File: config.mk
export PLATFORM = sky130hd
export DESIGN_NAME = fixed_range_restoration
export DESIGN_NICKNAME = d
export VERILOG_FILES = /design/src/rtl/fixed_range_restoration.sv
export SDC_FILE = /design/constraint.sdc
export NUM_CORES = 1
export LEC_CHECK = 0
export ABC_AREA = 0
export BUFFER_PORTS_ARGS = -buffer_cell sky130_fd_sc_hd__buf_2
export CAP_MARGIN = 20
export CORE_AREA = 2 2 72 74
export DETAILED_ROUTE_END_ITERATION = 10
export DIE_AREA = 0 0 74 76
export HOLD_SLACK_MARGIN = 0.05
export SYNTH_ARGS = -nofsm -noshare
export SYNTH_HDL_FRONTEND = slang
export SYNTH_SLANG_ARGS = --single-unit
export TNS_END_PERCENT = 1
File: constraint.sdc
create_clock -name clk -period 2.3 [get_ports clk]
set_clock_uncertainty 0.05 [all_clocks]
set_input_delay 0.345 -clock clk [delete_from_list [all_inputs] [get_ports clk]]
set_output_delay 0.345 -clock clk [all_outputs]
set_load 0.03 [all_outputs]
File: src/rtl/fixed_range_restoration.sv
// fixed_range_restoration
//   Undoes MSB range reduction: a normalised Q1.(WIDTH-1) mantissa is shifted
//   right by (WIDTH-1-msb_index) to land back in the original fixed-point frame.
//   Two register stages with valid/ready flow control, full throughput.
//
// Ports
//   clk, rst          clock, synchronous active-high reset
//   data_in           normalised mantissa, Q1.(WIDTH-1)
//   msb_index_in      original MSB position (bit 0 = rightmost)
//   not_found_in      original value was zero -> output 0
//   data_in_valid     upstream beat valid
//   data_in_ready     beat accepted this cycle (combinational from data_out_ready)
//   data_out          restored value
//   data_out_valid    output beat valid
//   data_out_ready    downstream accepts
module fixed_range_restoration #(
  parameter  int WIDTH     = 16,
  parameter  int ROUND     = 0,
  localparam int MSB_WIDTH = $clog2(WIDTH)
) (
  input  logic                 clk,
  input  logic                 rst,
  input  logic [WIDTH-1:0]     data_in,
  input  logic [MSB_WIDTH-1:0] msb_index_in,
  input  logic                 not_found_in,
  input  logic                 data_in_valid,
  output logic                 data_in_ready,
  output logic [WIDTH-1:0]     data_out,
  output logic                 data_out_valid,
  input  logic                 data_out_ready
);

  localparam logic [MSB_WIDTH-1:0] IDX_MAX = MSB_WIDTH'(WIDTH-1);

  logic                 v1, v2;
  logic                 adv1, adv2;
  logic [MSB_WIDTH-1:0] idx_c;
  logic [WIDTH-1:0]     d1;
  logic [MSB_WIDTH-1:0] shamt1;
  logic                 nf1;
  logic [WIDTH-1:0]     shifted;
  logic                 rbit;
  logic [WIDTH-1:0]     res;

  // flow control: a stage advances when empty or when the stage after it drains
  assign adv2           = !v2 || data_out_ready;
  assign adv1           = !v1 || adv2;
  assign data_in_ready  = adv1;
  assign data_out_valid = v2;

  // index clamp only exists when WIDTH leaves unused index codes
  generate
    if ((1 << MSB_WIDTH) == WIDTH) begin : g_no_clamp
      assign idx_c = msb_index_in;
    end else begin : g_clamp
      assign idx_c = (msb_index_in > IDX_MAX) ? IDX_MAX : msb_index_in;
    end
  endgenerate

  // S1 data: no reset needed, qualified by v1
  always_ff @(posedge clk) begin
    if (adv1 && data_in_valid) begin
      d1     <= data_in;
      shamt1 <= IDX_MAX - idx_c;
      nf1    <= not_found_in;
    end
  end

  // S2 combinational: shift back, optional round-half-up on first dropped bit.
  // The mantissa is < 2^WIDTH, so shifted+1 stays <= 2^(WIDTH-1): no overflow.
  always_comb begin
    shifted = d1 >> shamt1;
    rbit    = 1'b0;
    if (ROUND != 0 && shamt1 != '0)
      rbit = d1[shamt1 - MSB_WIDTH'(1)];
    res = shifted + {{(WIDTH-1){1'b0}}, rbit};
    if (nf1)
      res = '0;
  end

  always_ff @(posedge clk) begin
    if (rst) begin
      v1       <= 1'b0;
      v2       <= 1'b0;
      data_out <= '0;
    end else begin
      if (adv1)
        v1 <= data_in_valid;
      if (adv2) begin
        v2 <= v1;
        if (v1)
          data_out <= res;
      end
    end
  end

endmodule

After elaboration in Yosys (flattened, before gate mapping)
Index checks and enable logic that the tools add are counted.
{"block": "word_totals", "ff_bits": 39, "inputBits": 25, "out_inout_bits": 18, "word_cells": 15}
{"block": "op_classes", "addsub": 1, "n_shift": 1, "muxes": 1, "reduce_logical": 6}
{"op": "$mux W16", "n": 1}
{"op": "$shr A16 B4 Y16", "n": 1}
{"op": "$sub A4 B4 Y4 const A", "n": 1}
{"op": "$logic_not A1 Y1", "n": 2}
{"op": "$logic_or A1 B1 Y1", "n": 2}
{"op": "$reduce_and A2 Y1", "n": 1}
{"op": "$logic_and A1 B1 Y1", "n": 1}

Logic depth before layout (Yosys ltp)
Gate-level depths: netlist (run 1).
{"block": "depth", "depth_word": 4, "mapped_depth": 7, "depth_no_buf": 4}

Least setup slack after synthesis (run 1)
No wires, ideal clock.
{"block": "synth_path", "path_type": "register to register", "startpoint": "register v2, in the netlist data_out_valid", "endpoint": "register d1[0], enable pin", "setup_ns": 0.379, "arrival_ns": 1.579, "required_time_ns": 1.871, "slack_ns": 0.291, "stages_incl_launch_ff": 5, "path_buffers": 1, "period_less_slack_ns": 2.009, "cell_sequence": "dfxtp_1 nor2b_1 buf_2 nand2_1 and2_1"}
{"block": "synth_between", "elab_chain_cells": 4}
{"element": "from (decl)", "line": "35", "text": "logic v1, v2;"}
{"element": "from (signal assigned)", "line": "90", "text": "v2 <= v1;"}
{"element": "$logic_not A1 Y1", "line": "46", "text": "assign adv2 = !v2 || data_out_ready;"}
{"element": "$logic_or A1 B1 Y1", "line": "46"}
{"element": "$logic_or A1 B1 Y1", "line": "47", "text": "assign adv1 = !v1 || adv2;"}
{"element": "net data_in_ready", "line": "27", "text": "output logic data_in_ready,"}
{"element": "$logic_and A1 B1 Y1", "line": "62", "text": "if (adv1 && data_in_valid) begin"}
{"element": "to (signal assigned)", "line": "63", "text": "d1 <= data_in;"}
{"element": "to (decl)", "line": "38", "text": "logic [WIDTH-1:0] d1;"}
The timed path passes the listed nets, and every way through them passes these cells.
A chain may end at the register's enable or synchronous reset.

Final worst setup path (run 1)
{"block": "layout_path", "startpoint": "register shamt1[0]", "endpoint": "register data_out[2]"}
{"block": "layout_between", "elab_chain_cells": 2}
{"element": "from (decl)", "line": "39", "text": "logic [MSB_WIDTH-1:0] shamt1;"}
{"element": "from (signal assigned)", "line": "64", "text": "shamt1 <= IDX_MAX - idx_c;"}
{"element": "$shr A16 B4 Y16", "line": "72", "text": "shifted = d1 >> shamt1;"}
{"element": "$mux W16", "line": "77", "text": "if (nf1)"}
{"element": "to (signal assigned)", "line": "92", "text": "data_out <= res;"}
{"element": "to (decl)", "line": "28", "text": "output logic [WIDTH-1:0] data_out,"}
Every way passes these cells.

==> results of run 1 <==
-- final timing paths --
| kind | start | end | slack (ns) | cells past startpoint |
|---|---|---|---|---|
| setup / recovery | shamt1[0]$_DFFE_PP_ | data_out[2]$_SDFFE_PP0P_ | 0.30 | 5 |
| hold / removal | data_in[12] | d1[12]$_DFFE_PP_ | 0.18 | 1 |
| setup reg to reg | shamt1[0]$_DFFE_PP_ | data_out[2]$_SDFFE_PP0P_ | 0.30 | 5 |
| hold reg to reg | data_out[10]$_SDFFE_PP0P_ | data_out[10]$_SDFFE_PP0P_ | 0.40 | 2 |
-- cell usage in the layout (no fill, tap or decap), types with 3 or more instances in the layout --
cell / synthesis / final
nor2_1: 11 / 11
mux2_2: 4 / 4
a31oi_1: 4 / 4
buf_4: 0 / 4
inv_1: 4 / 4
buf_2: 6 / 42
mux4_2: 3 / 3
edfxtp_1: 21 / 21
nand2_1: 7 / 7
a21oi_1: 5 / 5
nand2b_1: 6 / 6
clkbuf_8: 0 / 5
dfxtp_1: 18 / 18
mux2i_1: 26 / 26
a22oi_1: 16 / 16
-- power by group --
| part | internal [mW] | total [mW] | switching [mW] |
|---|---|---|---|
| Sequential | 0.768 | 0.797 | 0.0292 |
| Clock | 0.433 | 0.658 | 0.225 |
| Combinational | 0.0886 | 0.191 | 0.102 |
-- final cells by class --
class	count	share of cell area [%]
Clock buffer	6	3.10
Inverter	4	0.641
Tap cell	70	3.74
Sequential cell	39	42.3
Timing Repair Buffer	46	10.3
Clock inverter	2	2.57
Multi-Input combinational cell	104	37.4
-- metal layers --
layer / track usage, % / wire length [µm] / vias to the layer above
met2: 24.7 / 1910 / 57
met3: 3.84 / 263 / 9
met1: 20.3 / 1830 / 642
li1: - / - / 686
met4: 7.45 / 120 / 0
met5: 0 / 0 / -
-- synth_stat cells, drive strengths merged, types with 3 or more instances --
cell type	instances
inv	4
nand2	7
a21oi	5
buf	8
nor2	11
mux2i	26
dfxtp	18
edfxtp	21
a22oi	16
nand2b	6
a31oi	4
clkbuf	3
mux2	5
mux4	5
-- critical path: stages (launching register included) --
cell and delay [ns]:
edfxtp_1 0.63, buf_4 0.31, mux2i_1 0.33, mux2i_1 0.12, a22oi_1 0.30, a31oi_1 0.13
-- kinds of logic (layout without fill, tap and decap cells) --
logic type | after synthesis | after routing | synth area share (%)
AOI/OAI and AO/OA | 32 | 32 | 11.2
and+or+nand+nor | 36 | 36 | 11.1
DFF | 39 | 39 | 50.9
muxes | 36 | 36 | 22.6
buffers and inverters | 15 | 58 | 4.24
-- flip-flops by register name (all words and copies together), names as in the netlist --
| name | count |
|---|---|
| v1 | 1 |
| data_out | 16 |
| shamt1 | 4 |
| d1 | 16 |
| data_out_valid | 1 |
| nf1 | 1 |
-- stage by stage --
stage / instances / power, mW
after detailed placement: 263 / 1.00
final: 271 / 1.65
after floorplan: 158 / 0.946
after global routing: 271 / 1.71
after CTS: 271 / 1.67
after global placement: 263 / 0.997
==> qor.csv, run 1 <==
metric,value,unit
status,"complete, no violations",
Hold Crit Class,input port to register,
WL/cell,15.2,µm
#FFs+latches synth,39,
grt total ovfl,0,
dpl cell area,2210,µm²
post-route ant nets,0,
WHS,0.180,ns
initial antenna violation count,0,
top flip-flop cell by instance count after synthesis,edfxtp_1,
GRT Total Usage,15.8,%
Max Cap Viol,0,
Worst Path Arrival,2.11,ns
asr flop ratio synth,0,%
Num Clock Sinks,39,
RD Place Congestion,0.815,
postcts setup bufs,0,
Initial Util,39.7,%
nets@finish,225,
Crit Path Class,register to register,
# rows,26,
Synth top area share,32.4,%
largest net degree at the start of global routing,22,
Crit. End Element,register,
crit path max fanout,12,
crit start category,register,
"Clk Latency, worst-skew pair",0.28,ns
Worst-path clk slew,0.07,ns
hold buffer count at cts,0,
cts repair resizes,0,
IO buf count,42,
register area share after synthesis,50.9,%
Place WS,0.263,ns
number of global-route vias before repair,1436,
area of the mapped netlist,1950,µm²
Core Footprint,4910,µm²
Ports,43,
final slew viol count,0,
DRT Pass-1 Iters,4,
top post-synthesis cells by area,"edfxtp_1 (32%), dfxtp_1 (18%), mux2i_1 (13%)",
Power Density,703,nW/µm²
WP data required,2.41,ns
CTS tree,yes,
Synth Warn #,0,
Yosys cell types,33,
Peak Freq,501,MHz
Mapped Cells,158,
slack of the critical path,0.304,ns
Syn Nets,183,
fraction of layout cells with a size suffix above 1,32.8,%
DR vias/cell,5.14,
"EDFF count, synth",21,
"Hold Violations, Final",0,
Post-Route Setup TNS,0,ns
Leak,0.957,nW
routed vias,1394,
Longest Clk Path Bufs,2,
slew margin rel.,42.2,%
peak supply drop,0.279,mV
# H-tree levels,2,
DRC Markers,0,
Die Wd,74,µm
Diodes inserted,0,
Inserted Clock Buffers,5,
Clk Tree Root Cell,clkbuf_8,
first-pass GRT wire length,6820,µm
Finish-stage setup viols,0,
Slew @ Worst Pin,0.866,ns
multi-input logic area,875,µm²
RSZ-0062 raised after global routing,no,
Post-Route WL,4120,µm
largest area contributor in the netlist,edfxtp_1,
Util after Layout,47.7,%
Avg Inst Size Synth,12.3,µm²
die height,76,µm
die area,5620,µm²
cell area after layout,2340,µm²
# fillers,468,
Final HPWL DP,3200,µm
area grow syn2layout,20.2,%
initial drt markers,122,
register area,991,µm²
Tmin final,2.00,ns
Tcrit/Tclk final,86.8,%
(Power assumes the default switching activity.)
==> run 2: changes to the inputs <==
--- a/config.mk
+++ b/config.mk
@@ -5,7 +5,7 @@
 export SDC_FILE = /design/constraint.sdc
 export NUM_CORES = 1
 export LEC_CHECK = 0
-export ABC_AREA = 0
+export ABC_AREA = 1
 export BUFFER_PORTS_ARGS = -buffer_cell sky130_fd_sc_hd__buf_2
 export CAP_MARGIN = 20
 export CORE_AREA = 2 2 72 74
==> run 2 against run 1 <==
  * Global-route usage is 0.25 points lower
  * Largest power group unchanged
  * Synthesized cell count up 53%
  * Core utilization decreased by 0.79 points
  * Highest routed layer unchanged
  * Register-to-register slack improved by 0.22 ns
  * Critical endpoint is now data_out[0]$_SDFFE_PP0P_
  * Total power is 6.5% lower
  * Combinational power grew 3%
  * Clock power decreased by 17%
  * First-iteration DRC count fell by 11%
  * Design area decreased by 1.7%
  * Sequential share of layout area rose by 0.71 points
==> qor.csv, run 2 <==
metric,value,unit
top post-synthesis cells by area,"edfxtp_1 (32%), dfxtp_1 (18%), nand2_1 (17%)",
Critical Path Slowest Stage Cell,edfxtp_1,
Finish-stage setup viols,0,
# rows,26,
top flip-flop cell by instance count after synthesis,edfxtp_1,
post-route ant nets,0,
Crit Path Class,register to register,
most frequent cells in the layout,"nand2_1 (90), nand3_1 (49), buf_2 (42)",
Place WS,0.547,ns
GRT Total Usage,15.6,%
routed vias,1675,
Hold Path Depth,1,
reg2reg end,data_out[0]$_SDFFE_PP0P_,
die height,76,µm
grt total ovfl,0,
RD Place Congestion,0.880,
Worst Path Arrival,1.92,ns
crit path max fanout,17,
Peak Freq,564,MHz
cts repair resizes,0,
worst r2r src,shamt1[0]$_DFFE_PP_,
initial drt markers,109,
DR vias/cell,4.73,
IO buf count,42,
Reg power frac,51.6,%
nets@finish,308,
Gate power share,12.8,%
Synth top area share,32.2,%
total power,1.54,mW
switching share of power,25.8,%
register area share after synthesis,50.6,%
DRT Pass-1 Iters,4,
Max Cap Viol,0,
Clk Tree Root Cell,clkbuf_8,
Hold Startpoint,not_found_in,
reg2reg path depth,9,
Crit path top cell by count,nand2_1,
initial antenna violation count,0,
# H-tree levels,2,
Initial Util,39.9,%
Num Clock Sinks,39,
Worst-path clk slew,0.08,ns
Crit. End Element,register,
WL/cell,11.4,µm
Leak,1.10,nW
"EDFF count, synth",21,
cell area after layout,2300,µm²
# fillers,504,
RSZ-0062 raised after global routing,no,
"Hold Violations, Final",0,
DRC Markers,0,
status,"complete, no violations",
Hold Path End,nf1$_DFFE_PP_,
largest net degree at the start of global routing,22,
max incr delay on CP,0.76,ns
Slew @ Worst Pin,0.638,ns
area grow syn2layout,17.5,%
Core Footprint,4910,µm²
Synth Warn #,0,
WP data required,2.45,ns
number of global-route vias before repair,1474,
CTS tree,yes,
reg2reg setup slack,0.53,ns
"Clk Latency, worst-skew pair",0.29,ns
slew margin rel.,57.4,%
Avg Inst Size Synth,8.10,µm²
design internal power,1.14,mW
final slew viol count,0,
dpl cell area,2190,µm²
Inserted Clock Buffers,5,
hold buffer count at cts,0,
Diodes inserted,0,
Post-Route Setup TNS,0,ns
biggest regs,"d1 (16), data_out (16), shamt1 (4)",
commonest cells in the netlist,"nand2_1 (90), nand3_1 (49), edfxtp_1 (21)",
peak supply drop,0.325,mV
Die Wd,74,µm
largest area contributor in the netlist,edfxtp_1,
Mapped Cells,242,
Clk network pwr share,35.7,%
Power Density,669,nW/µm²
Hold Crit Class,input port to register,
Tcrit/Tclk final,77.1,%
WHS,0.172,ns
Syn Nets,267,
top-count cell post-synth,nand2_1,
first-pass GRT wire length,6720,µm
Post-Route WL,4040,µm
die area,5620,µm²
slack of the critical path,0.527,ns
Sw Pwr,0.397,mW
crit start category,register,
area of the mapped netlist,1960,µm²
Longest Clk Path Bufs,2,
Ports,43,
asr flop ratio synth,0,%
#FFs+latches synth,39,
Yosys cell types,23,
Final HPWL DP,2960,µm
fraction of layout cells with a size suffix above 1,21.8,%
crit-path cells,"inv_4, nand2_1, nand3_1, nand3_1, nand2_1, nand2_1, nand3_1, nand2_1, inv_1",
Tmin final,1.77,ns
postcts setup bufs,0,
"most common cell after layout, fill and taps aside",nand2_1,
run 2: logic make-up after synthesis:
kind of cell,share of synthesized area [%]
AND/OR/NAND/NOR,35.1
flip-flops,50.6
buffers and inverters,8.36
AO/OA/AOI/OAI,5.94
run 2: worst max path at each step:
stage                                start                        to  cells past startpoint
2_1_floorplan  data_out_valid$_SDFFE_PP0P_           d1[0]$_DFFE_PP_                      3
3_3_place_gp           shamt1[0]$_DFFE_PP_  data_out[0]$_SDFFE_PP0P_                      9
3_5_place_dp           shamt1[0]$_DFFE_PP_  data_out[0]$_SDFFE_PP0P_                      9
4_1_cts                shamt1[0]$_DFFE_PP_  data_out[0]$_SDFFE_PP0P_                      9
5_1_grt                shamt1[0]$_DFFE_PP_  data_out[2]$_SDFFE_PP0P_                      9
6_report               shamt1[0]$_DFFE_PP_  data_out[0]$_SDFFE_PP0P_                      9
run 2: cell type report:
cell class | count | area [µm²] | area share, %
flip-flops and latches | 39 | 991 | 43.0
multi-input cells | 172 | 805 | 34.9
repair buffers | 44 | 225 | 9.78
clock buffers | 7 | 108 | 4.67
well taps | 70 | 87.6 | 3.80
inverters | 21 | 81.3 | 3.53
clock inverters | 1 | 5.00 | 0.217
run 2: worst max-delay path, delay by kind of cell, from the launching register on:
kind	cells	cell delay, ns
DFF	1	0.76
buffers and inverters	2	0.21
and+or+nand+nor	7	0.66
run 2: power groups by stage:
stage,Combinational [mW],Clock [mW],Sequential (mW)
2_1_floorplan,0.139,0,0.814
3_3_place_gp,0.197,0,0.810
3_5_place_dp,0.197,0,0.809
4_1_cts,0.198,0.566,0.794
5_1_grt,0.223,0.596,0.798
6_report,0.197,0.549,0.794
run 2: per-layer routing:
layer | vias up | GRT usage, % | share of wire [%]
met2 | 51 | 22.7 | 43
met1 | 738 | 21.7 | 49
met5 | - | 0 | 0
met3 | 7 | 4.10 | 5.4
li1 | 879 | - | -
met4 | 0 | 6.55 | 2.3
run 2: metrics by stage:
| step | utilization, % | std cells |
|---|---|---|
| 2_1_floorplan | - | 242 |
| 3_3_place_gp | 44.6 | 346 |
| 3_5_place_dp | 44.6 | 346 |
| 4_1_cts | 46.9 | 354 |
| 5_1_grt | 46.9 | 354 |
| 6_report | 46.9 | 354 |
